$ cat src/rtl/cache_miss_ctrl_pkg.sv
// cache_miss_ctrl_pkg: shared state encoding and datapath mux selects for the L1 miss controller.
package cache_miss_ctrl_pkg;
    typedef enum logic [1:0] {IDLE, WRITEBACK, FILL} state_t;
    localparam logic ADDR_SEL_CPU    = 1'b0;
    localparam logic ADDR_SEL_VICTIM = 1'b1;
    localparam logic DATA_SEL_PMEM   = 1'b0;
    localparam logic DATA_SEL_CPU    = 1'b1;
endpackage

$ cat src/rtl/cache_perf_counter.sv
// cache_perf_counter: saturating event counter with synchronous clear (clear beats increment).
module cache_perf_counter
    import cache_miss_ctrl_pkg::*;
#(parameter int W = 16)(
    input  logic         clk,
    input  logic         reset,
    input  logic         clear,
    input  logic         inc,
    output logic [W-1:0] count
);
    always_ff @(posedge clk or posedge reset)
        if (reset) count <= '0;
        else if (clear) count <= '0;
        else if (inc && count != '1) count <= count + W'(1);
endmodule

$ cat config.mk
export PLATFORM = sky130hd
export DESIGN_NAME = cache_perf_counter
export DESIGN_NICKNAME = d
export VERILOG_FILES = /design/src/rtl/cache_miss_ctrl_pkg.sv /design/src/rtl/cache_perf_counter.sv
export SDC_FILE = /design/constraint.sdc
export NUM_CORES = 1
export LEC_CHECK = 0
export ABC_CLOCK_PERIOD_IN_PS = 4600
export BUFFER_PORTS_ARGS = -buffer_cell sky130_fd_sc_hd__buf_2
export CAP_MARGIN = 20
export CORE_UTILIZATION = 59
export CTS_BUF_LIST = sky130_fd_sc_hd__clkbuf_8
export DETAILED_ROUTE_END_ITERATION = 10
export PLACE_DENSITY = 0.95
export SLEW_MARGIN = 20
export SYNTH_ARGS = -nofsm -noshare
export SYNTH_HDL_FRONTEND = slang
export SYNTH_SLANG_ARGS = --single-unit
$ cat constraint.sdc
create_clock -name clk -period 4.6 [get_ports clk]
set_input_delay 0.23 -clock clk [delete_from_list [all_inputs] [get_ports clk]]
set_output_delay 0.23 -clock clk [all_outputs]
set_load 0.05 [all_outputs]
* Word level (Yosys, flattened, before mapping) *
Index checks and enable logic that the tools add are counted.

word-level totals
  register bits after elaboration = 16
  input bits = 4
  logic and storage cells = 7

operators by class
  $add $sub $neg = 1
  equal/unequal tests = 1
  muxes and demuxes = 2
  reduce and logical (&&, ||, !) cells = 2

operators by type and width
  kind                                           count
  two-way mux 16 bit                             2
  adder 16 x 1 -> 16 bit, second input constant  1
  inequality test 16 bit, second input constant  1
  nonzero test 2 bit                             1
  logical AND 1 bit                              1

* Longest topological paths before layout *
  depth in word-level cells = 4
  depth in mapped cells = 6
  depth with buffers taken out = 5

* Least setup slack after synthesis *
OpenSTA, ideal clock, no wires.

  path kind = reg-to-reg
  start point = register count[0]
  end point = register count[0]
  setup time = 0.125 ns
  data arrival time = 2.010 ns
  slack = 2.465 ns
  stages on the path, launching flop included = 7
  path buffers = 1
  period minus slack after synthesis = 2.135 ns
  cell sequence = dfrtp_1 -> ha_1 -> clkbuf_1 -> nand3_1 -> nor4_1 -> nor2b_1 -> mux2_2

on the way
  cells in the longest elaborated chain, start to end = 3
  elaborated cells on any way between the ends = 6
  classes of those cells = 1 x add/sub; 1 x eq/ne; 2 x mux; 2 x reduce/logical

ends and longest elaborated chain
  element                                                                  line                      RTL
  start: declaration                                                       cache_perf_counter.sv:9   output logic [W-1:0] count
  start signal: assignment                                                 cache_perf_counter.sv:14  else if (inc && count != '1) count <= count + W'(1);
  adder 16 x 1 -> 16 bit / inequality test 16 bit (equally long branches)  cache_perf_counter.sv:14
  two-way mux 16 bit / logical AND 1 bit (equally long branches)           cache_perf_counter.sv:14
  two-way mux 16 bit / nonzero test 2 bit (equally long branches)          -

Parallel ways exist; a longest one is shown, timed or not. The select of a mux whose other input is x is not followed.
A chain may end at the register's enable or synchronous reset.

* Worst setup path after layout *
Same ends and word-level chain as after synthesis.

==> flow_results.org <==
** Routing
- The first TritonRoute pass finished after 4 iterations.
- DR vias :: around 930
- In the routed design, unresolved DRC markers number 0.
- For this block, the routed nets add up to ~2100 microns of wire.
- In this run the remaining antenna-violating nets after routing total 0.
- Drt wl/cell :: between 15 and 20 microns
- After the first detailed-routing iteration, the DRC count stood at 39.
- In the routed layout, each cell is associated on average with a via count of 6.90.

** Clock tree
- TritonCTS built the clock tree.
- Clock tree synthesis found a total of 16 sinks.
- Buffers inserted during clock tree synthesis total 3.
- Number of buffers inserted to repair setup after CTS :: 0
- Cts-stage hold buffer count :: 0
- Worst skew pair latency :: between 0.2 and 0.3 ns
- Root Buffer Master :: sky130_fd_sc_hd__clkbuf_8
- CTS built an H-tree with a depth of 1.
- Clock-pin slew was measured on the worst setup and hold paths at ~0.070 ns.
- CTS-repair resized insts :: 0
- The clock passes through at most 2 buffers.

** Worst setup path
- Data arrives at the worst endpoint at 2.14 ns.
- Family with the most delay on the worst path :: simple AND/OR/NAND/NOR gates
- Data required time at the worst endpoint :: between 4 and 5 ns
- Among all stages on the critical path, the largest delay is contributed by sky130_fd_sc_hd__nor4_1.
- Largest driver fanout on the critical path :: 8
- The setup check on the worst reg-to-reg path leaves a slack of about 2.6 ns.
- R2r worst-path depth :: 5
- Critical register-to-register path endpoint :: count[0]$_DFFE_PP0P_
- The setup path with the least slack is of type reg -> reg.
- Together, buffers and inverters on the worst path number 0.
- R2R Path Start :: count[0]$_DFFE_PP0P_
- List of cells traversed by the critical path :: ha_1, nand3_1, nor4_1, nor2b_1, mux2_2
- Critical path capture point type :: register
- For this run, the slowest stage of the critical path takes ~0.5 ns.
- The worst setup path is launched from a register.

** Die
- Effective utilization at floorplan :: slightly below 70%
- Row count :: 13
- The die is 41.8 microns tall.
- Core region area :: between 1000 and 1500 sq um
- Die outline area :: between 1500 and 2000 sq um
- The floorplan step set the die width to roughly 42 microns.
- Count of boundary I/O pins :: 20

** Cells and area
- Footprint of the flip-flops and latches :: between 400 and 500 sq um
- Post-layout nets :: roughly 130
- Leaving out fill and tap cells, the most frequent cell in the layout is sky130_fd_sc_hd__buf_2.
- Area grow syn2layout :: 15.4%
- 0 antenna diodes ended up in the layout.
- Layout fillers :: 85
- Layout cells sized above 1 :: 24.2%
- Ranked by flip-flop count, first place goes to count.
- In the final layout, the multi-input gates occupy 495 sq um.
- Largest registers in the final layout :: count (16)
- Final Cell Area :: between 1000 and 1500 sq um
- The register with the most flip-flops in the layout has 16 of them.
- The library cells used most frequently in the layout, excluding fill and tap cells, are 19 x sky130_fd_sc_hd__buf_2, 16 x sky130_fd_sc_hd__dfrtp_1, 12 x sky130_fd_sc_hd__a21oi_1.

** Yosys
- Post-synth cell types :: 29
- The number of nets in the synthesized netlist is about 110.
- After technology mapping, the gate count stands at approximately 100.
- Post-synthesis sequential area ratio :: a little over two fifths
- Synth Area per Inst :: about 9.2 sq um
- Yosys reg bits :: 16
- After synthesis the cells add up to between 900 and 1000 sq um.
- During synthesis, Yosys emitted a total of 0 warnings.

** Timing
- For this run, the top clock speed supported by timing is ~500 MHz.
- After routing, the total negative slack on setup checks comes to 0 ns.
- The number of endpoints with negative hold slack in the final report is 0.
- Period Utilization, post-route :: between 40% and 50%
- Setup violations remaining at the end of the flow were counted as 0.
- Once routing completed, OpenROAD measured the worst setup slack at approximately 2.6 ns.
- Setup repair after global routing missed its margin :: no
- Clock skew on the completed layout was measured at between 0.005 and 0.006 ns.
- Number of pins exceeding their max-slew limit in the final report :: 0
- The clock period could shrink to roughly 2 ns.
- At the pin with the least slew margin, the transition time is 0.641 ns.
- On the final layout, the worst hold slack is between 0.03 and 0.04 ns.
- Slew Limit Headroom :: between 50% and 60%

** Place
- Final Wtd Congestion :: 0.823
- At the placement stage, the worst setup path has a slack of between 2 and 3 ns.
- The HPWL after detailed placement is 1450 microns.
- The count of buffers added on input and output ports is 19.
- Total placed instance area :: between 1000 and 1500 sq um

** Pwr
- Total power density per cell area :: about 270 nW/um^2
- Total leakage power :: about 0.00045 uW
- Overall power consumption :: between 200 and 300 uW
- Worst vdd ir :: between 0.15 and 0.2 mV

** Job
- Max Cap Violations :: 0

** Global route
- The number of antenna violations at the first check in global routing was 0.
- The first global-routing pass estimated between 3000 and 4000 microns of wire.
- Entering global routing, the biggest net connects 20 pins.
- Congestion Overflow GR :: 0
- GRT Overall Usage :: a little over a quarter
- Number of global-route vias before repair :: 845

** Run status
- The run finished with clean final reports.

** Hold path
- The worst hold path belongs to the class in -> async.
per-stage QoR:
step           util, %  cells
6_report          77.8    135
3_5_place_dp      73.8    131
5_1_grt           77.8    135
2_1_floorplan        -    101
4_1_cts           77.8    135
3_3_place_gp      73.8    131
synthesized netlist by cell type:
master | number | area [sq um]
sky130_fd_sc_hd__a21oi_1 | 12 | 60.1
sky130_fd_sc_hd__a31oi_1 | 1 | 6.26
sky130_fd_sc_hd__and4_1 | 1 | 8.76
sky130_fd_sc_hd__buf_4 | 1 | 7.51
sky130_fd_sc_hd__clkbuf_1 | 1 | 3.75
sky130_fd_sc_hd__clkbuf_2 | 1 | 5.00
sky130_fd_sc_hd__dfrtp_1 | 16 | 400
sky130_fd_sc_hd__dlygate4sd1_1 | 1 | 8.76
sky130_fd_sc_hd__ha_1 | 1 | 12.5
sky130_fd_sc_hd__inv_1 | 3 | 11.3
sky130_fd_sc_hd__mux2_2 | 2 | 22.5
sky130_fd_sc_hd__mux2i_1 | 1 | 10.0
sky130_fd_sc_hd__nand2_1 | 6 | 22.5
sky130_fd_sc_hd__nand2b_1 | 2 | 12.5
sky130_fd_sc_hd__nand3_1 | 7 | 35.0
sky130_fd_sc_hd__nand4_1 | 4 | 25.0
sky130_fd_sc_hd__nand4_4 | 1 | 21.3
sky130_fd_sc_hd__nor2_1 | 3 | 11.3
sky130_fd_sc_hd__nor2b_1 | 3 | 18.8
sky130_fd_sc_hd__nor3_1 | 4 | 20.0
sky130_fd_sc_hd__nor4_1 | 3 | 18.8
sky130_fd_sc_hd__o21ai_0 | 5 | 25.0
sky130_fd_sc_hd__o31ai_1 | 5 | 37.5
sky130_fd_sc_hd__o41ai_1 | 2 | 17.5
sky130_fd_sc_hd__or3_1 | 6 | 37.5
sky130_fd_sc_hd__or3_2 | 1 | 7.51
sky130_fd_sc_hd__or4_1 | 6 | 45.0
sky130_fd_sc_hd__or4_2 | 1 | 8.76
sky130_fd_sc_hd__or4_4 | 1 | 11.3
routing by layer:
layer | track usage [%] | routed length [microns] | vias up
met5 | 0 | 0 | -
met4 | 11.0 | 39 | 0
met3 | 3.48 | 180 | 8
met2 | 45.0 | 998 | 60
met1 | 32.3 | 897 | 426
li1 | - | - | 437
power by group:
part           leakage (uW)  internal [uW]  switching, uW
registers          0.000222            142           2.52
logic              0.000203           5.52           16.1
clock network     0.0000288           76.0           50.6
total              0.000454            224           69.2
worst max-delay path by stage:
stage	endpoint	depth (start not counted)	slack (ns)	startpoint
after floorplan	count[0]$_DFFE_PP0P_	6	2.46	count[0]$_DFFE_PP0P_
after global placement	count[0]$_DFFE_PP0P_	5	2.73	count[0]$_DFFE_PP0P_
after detailed placement	count[0]$_DFFE_PP0P_	5	2.67	count[0]$_DFFE_PP0P_
after CTS	count[0]$_DFFE_PP0P_	5	2.66	count[0]$_DFFE_PP0P_
after global routing	count[0]$_DFFE_PP0P_	5	2.45	count[0]$_DFFE_PP0P_
final	count[0]$_DFFE_PP0P_	5	2.60	count[0]$_DFFE_PP0P_
worst reg2reg max path: stages (launching register included):
cell	delay [ns]
sky130_fd_sc_hd__dfrtp_1	0.43
sky130_fd_sc_hd__ha_1	0.36
sky130_fd_sc_hd__nand3_1	0.12
sky130_fd_sc_hd__nor4_1	0.50
sky130_fd_sc_hd__nor2b_1	0.17
sky130_fd_sc_hd__mux2_2	0.30
final cells by class:
| class | count | area share [%] |
|---|---|---|
| well taps | 15 | 1.74 |
| clock buffers | 4 | 5.12 |
| multi-input cells | 78 | 46.0 |
| flip-flops and latches | 16 | 37.2 |
| repair buffers | 19 | 8.84 |
| inverters | 3 | 1.05 |
cells by family after synthesis:
group | share of synthesized area, %
and+or+nand+nor | 32.6
AOI/OAI and AO/OA | 15.7
DFF | 43.0
buffers and inverters | 3.89
muxes | 3.49
adders and majority gates | 1.34
Power figures use the tool's default switching activity.
